`src/rtl/fifo_rd_stream_pkg.sv`:
```
// Shared defaults, FSM state encoding and sizing helper for the FIFO read streamer.
package fifo_rd_stream_pkg;

    localparam int DEFAULT_WIDTH     = 32;
    localparam int DEFAULT_BURST_LEN = 4;

    typedef enum logic [1:0] {
        IDLE   = 2'd0,
        STREAM = 2'd1,
        STALL  = 2'd2
    } state_e;

    // Beat counter width; a one-word burst still needs a 1-bit counter.
    function automatic int beat_width(input int burst_len);
        return (burst_len > 1) ? $clog2(burst_len) : 1;
    endfunction

endpackage

```
`src/rtl/fifo_skid_buf.sv`:
```
// Two-entry FIFO-ordered skid buffer; entry0 is always the head.
module fifo_skid_buf
    import fifo_rd_stream_pkg::*;
#(
    parameter int WIDTH = DEFAULT_WIDTH
) (
    input  logic             clk,
    input  logic             rst,
    input  logic             push,
    input  logic [WIDTH-1:0] push_data,
    input  logic             pop,
    output logic [WIDTH-1:0] head,
    output logic [1:0]       occ
);

    logic [WIDTH-1:0] entry0_q, entry0_d;
    logic [WIDTH-1:0] entry1_q, entry1_d;
    logic [1:0]       occ_q, occ_d;
    logic             do_pop;

    // NOTE: every always_comb output gets a default first so no path leaves it unassigned (no latch).
    always_comb begin
        entry0_d = entry0_q;
        entry1_d = entry1_q;
        occ_d    = occ_q;
        do_pop   = pop && (occ_q != 2'd0);

        case ({push, do_pop})
            2'b10: begin
                if (occ_q == 2'd0) begin
                    entry0_d = push_data;
                    occ_d    = 2'd1;
                end else if (occ_q == 2'd1) begin
                    entry1_d = push_data;
                    occ_d    = 2'd2;
                end
            end
            2'b01: begin
                entry0_d = entry1_q;
                occ_d    = occ_q - 2'd1;
            end
            2'b11: begin
                // Occupancy is unchanged; the new word lands behind whatever survives the pop.
                if (occ_q == 2'd1) begin
                    entry0_d = push_data;
                end else begin
                    entry0_d = entry1_q;
                    entry1_d = push_data;
                end
            end
            default: ;
        endcase
    end

    // NOTE: sequential state is updated with non-blocking assignments so all flops sample together.
    always_ff @(posedge clk) begin
        if (rst) begin
            occ_q <= 2'd0;
        end else begin
            occ_q <= occ_d;
        end
    end

    // NOTE: data storage is not reset; occupancy alone decides whether an entry is meaningful.
    always_ff @(posedge clk) begin
        entry0_q <= entry0_d;
        entry1_q <= entry1_d;
    end

    assign head = entry0_q;
    assign occ  = occ_q;

endmodule

```
`src/rtl/fifo_rd_stream.sv`:
```
// Pulls words from a standard-mode FIFO and emits them as fixed-length bursts
// on a valid/ready stream; the FSM only reports activity and never gates data.
module fifo_rd_stream
    import fifo_rd_stream_pkg::*;
#(
    parameter int WIDTH     = DEFAULT_WIDTH,
    parameter int BURST_LEN = DEFAULT_BURST_LEN
) (
    input  logic             clk,
    input  logic             rst,
    input  logic             fifo_empty,
    input  logic [WIDTH-1:0] fifo_data,
    output logic             fifo_rd_en,
    output logic             out_valid,
    input  logic             out_ready,
    output logic [WIDTH-1:0] out_data,
    output logic             out_last,
    output logic             burst_done,
    output logic             busy
);

    localparam int                BEAT_W    = beat_width(BURST_LEN);
    localparam logic [BEAT_W-1:0] LAST_BEAT = BEAT_W'(BURST_LEN - 1);

    logic [1:0]        occ;
    logic [WIDTH-1:0]  head;
    logic              inflight_q;
    logic              pop;
    logic [1:0]        occ_after;
    logic [BEAT_W-1:0] beat_q, beat_d;
    logic              burst_done_q, burst_done_d;
    state_e            state_q, state_d;

    fifo_skid_buf #(
        .WIDTH (WIDTH)
    ) u_skid_buf (
        .clk       (clk),
        .rst       (rst),
        .push      (inflight_q),
        .push_data (fifo_data),
        .pop       (pop),
        .head      (head),
        .occ       (occ)
    );

    // Outputs are forced quiet while rst is high, even before the reset edge lands.
    assign out_valid = !rst && (occ != 2'd0);
    assign pop       = out_valid && out_ready;
    assign out_data  = head;
    assign out_last  = out_valid && (beat_q == LAST_BEAT);

    // Occupancy the buffer will hold once the in-flight word lands and any pop retires.
    assign occ_after  = occ + {1'b0, inflight_q} - {1'b0, pop};
    assign fifo_rd_en = !rst && !fifo_empty && (occ_after < 2'd2);

    assign burst_done = burst_done_q;
    assign busy       = !rst && (state_q != IDLE);

    always_comb begin
        beat_d       = beat_q;
        burst_done_d = pop && out_last;
        if (pop) begin
            beat_d = (beat_q == LAST_BEAT) ? '0 : beat_q + 1'b1;
        end
    end

    always_comb begin
        state_d = state_q;
        case (state_q)
            IDLE: begin
                if (fifo_rd_en) begin
                    state_d = STREAM;
                end
            end
            STREAM, STALL: begin
                if ((occ_after == 2'd0) && !fifo_rd_en) begin
                    state_d = IDLE;
                end else if (out_valid && !out_ready) begin
                    state_d = STALL;
                end else begin
                    state_d = STREAM;
                end
            end
            default: state_d = IDLE;
        endcase
    end

    always_ff @(posedge clk) begin
        if (rst) begin
            inflight_q   <= 1'b0;
            beat_q       <= '0;
            burst_done_q <= 1'b0;
            state_q      <= IDLE;
        end else begin
            inflight_q   <= fifo_rd_en;
            beat_q       <= beat_d;
            burst_done_q <= burst_done_d;
            state_q      <= state_d;
        end
    end

endmodule

```
`config.mk`:
```
export PLATFORM = sky130hd
export DESIGN_NAME = fifo_rd_stream
export DESIGN_NICKNAME = d
export VERILOG_FILES = /design/src/rtl/fifo_rd_stream_pkg.sv /design/src/rtl/fifo_skid_buf.sv /design/src/rtl/fifo_rd_stream.sv
export SDC_FILE = /design/constraint.sdc
export NUM_CORES = 1
export LEC_CHECK = 0
export ABC_AREA = 0
export CORE_MARGIN = 5
export CORE_UTILIZATION = 55
export DETAILED_ROUTE_END_ITERATION = 8
export DONT_BUFFER_PORTS = 1
export PLACE_DENSITY = 0.73
export RECOVER_POWER = 25
export SLEW_MARGIN = 20
export SYNTH_ARGS = -nofsm -noshare
export SYNTH_HDL_FRONTEND = slang
export SYNTH_SLANG_ARGS = --single-unit
```
`constraint.sdc`:
```
create_clock -name clk -period 6.65 [get_ports clk]
set_input_delay 1.6625 -clock clk [delete_from_list [all_inputs] [get_ports clk]]
set_output_delay 1.6625 -clock clk [all_outputs]
set_load 0.03 [all_outputs]
```
==> metrics.log <==
[metrics] initial antenna violation count: 0
[metrics] number of DRC violations after detailed routing: 0
[metrics] die area: 8613 µm²
[metrics] final critical-path setup slack: between 1000 and 1500 ps
[metrics] Crit. Startpoint: rst
[metrics] Sum Neg Setup Slack: 0 ps
[metrics] iteration count of the initial detailed-routing pass: 4
[metrics] overall fraction of global-route tracks in use: 0.1688
[metrics] wire length of the first global-routing pass: 11.31 mm
[metrics] post-layout min period: between 5000 and 6000 ps
[metrics] sink count of the clock tree: 72
[metrics] endpoint type of the worst setup path: primary output
[metrics] final-stage net count: ~350
[metrics] via count of the first global-routing pass: 2264
[metrics] master cell of the clock root buffer: sky130_fd_sc_hd__clkbuf_8
[metrics] area grow syn2layout: 6.536%
[metrics] top cells by instance count after synthesis: sky130_fd_sc_hd__nand2_1, sky130_fd_sc_hd__edfxtp_1, sky130_fd_sc_hd__mux2_2
[metrics] outcome: finished clean
[metrics] asr flop ratio synth: 0
[metrics] startpoint-to-endpoint class of the critical path: input port to primary output
[metrics] final global-route overflow total: 0
[metrics] Via-to-Cell Ratio: 6.015
[metrics] Floorplan Core Area: 6719 µm²
[metrics] end-of-flow core utilization: 0.5980
[metrics] distinct cell type count after synthesis: 30
[metrics] clock tree skew after final layout: 6.854 ps
[metrics] hold buffer count at cts: 0
[metrics] sum of routed wire length over all layers: 7.179 mm
[metrics] fraction of layout cells with a size suffix above 1: 0.2821
[metrics] Pleak: roughly 1.5 nW
[metrics] maximum clock rate: 0.1831 GHz
[metrics] cell types occupying the most area after synthesis: sky130_fd_sc_hd__edfxtp_1, sky130_fd_sc_hd__mux2_2, sky130_fd_sc_hd__nand2_1
[metrics] number of cells after detailed placement: 377
[metrics] clock transition at the register clock pins on the worst setup and hold paths after CTS: 70 ps
[metrics] CTS resizes: 0
[metrics] average wire per cell in the routed design: 18.31 µm
[metrics] TritonCTS clock tree: done
[metrics] Worst EP required: around 5000 ps
[metrics] Horiz. Die Dim: 92.81 µm
[metrics] H-tree level count: 3
[metrics] Post-Route M1 WL: 3.099 mm
[metrics] sequential share of the synthesized area: 0.5521
[metrics] count of endpoints failing hold in the final timing report: 0
[metrics] count of fill cells added during filler insertion: 541
[metrics] startpoint of the lowest-slack hold path: beat_q[1]$_SDFFE_PP0P_
[metrics] IO Port Bufs: 0
[metrics] final worst-path cycle share: 0.8215
[metrics] library cell with the highest instance count after synthesis: sky130_fd_sc_hd__nand2_1
[metrics] power density normalized to cell area: 294.2 nW/µm²
[metrics] post-synthesis net count: 356
[metrics] Synth Cell Area: about 3800 µm²
[metrics] RD Place Congestion: 0.7660
[metrics] critical-path maximum fanout: 12
[metrics] #FFs+latches synth: slightly above 70
[metrics] total length of routed met3 wires: around 440 µm
[metrics] violation count after the first detailed-route iteration: 97
[metrics] startpoint of the worst-slack reg-to-reg timing path: u_skid_buf.occ[0]$_SDFFE_PP0P_
[metrics] maximum count of clock buffers along a single path: 2
[metrics] data arrival time of the worst path: 3800 ps
[metrics] worst setup slack before clock tree synthesis: 1217 ps
[metrics] Clock Latency Late Sink: between 300 and 400 ps
[metrics] Hold WS: 484.3 ps
[metrics] vertical extent of the die: around 93 µm
[metrics] pin count of the biggest net entering global routing: 37
[metrics] Ant. Diodes: 0
[metrics] routed via count: between 2000 and 2500
[metrics] HPWL after DPL: 4.649 mm
[metrics] Post-Synthesis Cells: 311
[metrics] worst ir drop on vdd: roughly 0.13 mV
[metrics] non-filler cells in the finished layout: about 390
[metrics] commonest register cell after synthesis: sky130_fd_sc_hd__edfxtp_1
[metrics] initial core utilization: 0.5613
[metrics] number of buffers created by CTS: 9
[metrics] startpoint types: input port
[metrics] met2 layer wire length in the routed design: 3.541 mm
[metrics] number of max-slew violations in the final report: 0
[metrics] number of failing setup endpoints in the final timing report: 0
[metrics] post-route antenna net violation count: 0
[metrics] setup repair after global routing missed its margin: false
[metrics] uppermost signal routing layer after detailed routing: met4
[metrics] number of standard-cell rows in the floorplan: 30
[metrics] EDFF count, synth: 64
[metrics] type of the most critical hold path: register to register
[metrics] yosys warns: 0
[metrics] MaxCap Viol Count: 0
[metrics] Worst-Margin Slew: 959.0 ps
[metrics] max-slew headroom at the worst pin: 0.3607
[metrics] top-level I/O count: 73
[metrics] Yosys top cell by area: sky130_fd_sc_hd__edfxtp_1
[metrics] mean instance size in the synthesized netlist: ~12 µm²
[metrics] post-synth top area share: 0.5096
[metrics] buffers inserted by post-CTS timing repair: 0
[cell type report]
type / count / area (µm²) / share of cell area
inverter: 6 / 22.52 / 0.005606
clock inverter: 5 / 25.02 / 0.006229
sequential: 72 / 2082 / 0.5182
timing repair buffer: 5 / 37.54 / 0.009343
multi-input combinational: 214 / 1623 / 0.4039
tap: 80 / 100.1 / 0.02491
clock buffer: 10 / 127.6 / 0.03177
[where the power goes]
part | switching, W | total (W) | internal, W | leakage (nW)
Sequential | 0.0000798 | 0.000656 | 0.000576 | 0.661
Combinational | 0.000129 | 0.000244 | 0.000115 | 0.725
Clock | 0.000152 | 0.000282 | 0.000130 | 0.0770
[flip-flops by register name, summed over array words and instances (netlist names)]
name,count
u_skid_buf.occ,2
burst_done,1
beat_q,2
u_skid_buf.head,32
inflight_q,1
u_skid_buf.entry1_q,32
state_q,2
[cells in the final DEF, fill, tap and decap left out, drive strengths merged, types with 2 or more instances in the layout]
master | netlist | final
clkbuf | 10 | 10
nor2 | 6 | 6
mux2 | 64 | 64
clkinv | 0 | 4
xnor2 | 3 | 3
nand2 | 69 | 69
a21oi | 2 | 2
inv | 6 | 6
nand2b | 3 | 3
buf | 9 | 5
nand3 | 3 | 3
o21ai | 3 | 3
a22oi | 32 | 32
o211ai | 4 | 4
nor3 | 3 | 3
ha | 9 | 9
edfxtp | 64 | 64
nand3b | 2 | 2
dfxtp | 8 | 8
[stage by stage]
step,total power [W],area (µm²)
final,0.001182,4018
after floorplan,0.0008579,3771
after global placement,0.0009044,3865
after global routing,0.001244,4018
after CTS,0.001195,4018
after detailed placement,0.0009129,3865
[logic make-up (layout without fill, tap and decap cells)]
kind of cell	after synthesis	after routing	synth area share
mux	64	64	0.1911
simple gates	94	94	0.1088
flops	72	72	0.5521
buf+inv	25	26	0.02621
xor+xnor	3	3	0.006969
fa+ha+maj	9	9	0.02986
compound gates	44	44	0.08494
[critical path, cell delays in order]
cell                      delay (ps)
sky130_fd_sc_hd__nor2_1          550
sky130_fd_sc_hd__nand2_1         330
sky130_fd_sc_hd__xnor2_1         200
sky130_fd_sc_hd__ha_1            190
sky130_fd_sc_hd__xnor2_1         130
sky130_fd_sc_hd__xnor2_1         440
sky130_fd_sc_hd__nor3_1           90
sky130_fd_sc_hd__buf_4           190
[metal layers]
metal,vias up,track usage
met5,-,0
met4,0,0.06960
li1,1146,-
met1,1144,0.1991
met3,9,0.05037
met2,59,0.2861
[path summary, 6_finish.rpt]
kind	depth (start not counted)	slack, ps	end
worst max register to register	9	2430	u_skid_buf.entry1_q[26]$_DFFE_PP_
worst min-delay path	2	480	beat_q[1]$_SDFFE_PP0P_
worst min register to register	2	480	beat_q[1]$_SDFFE_PP0P_
worst max-delay path	8	1190	fifo_rd_en
(Power assumes the default switching activity.)
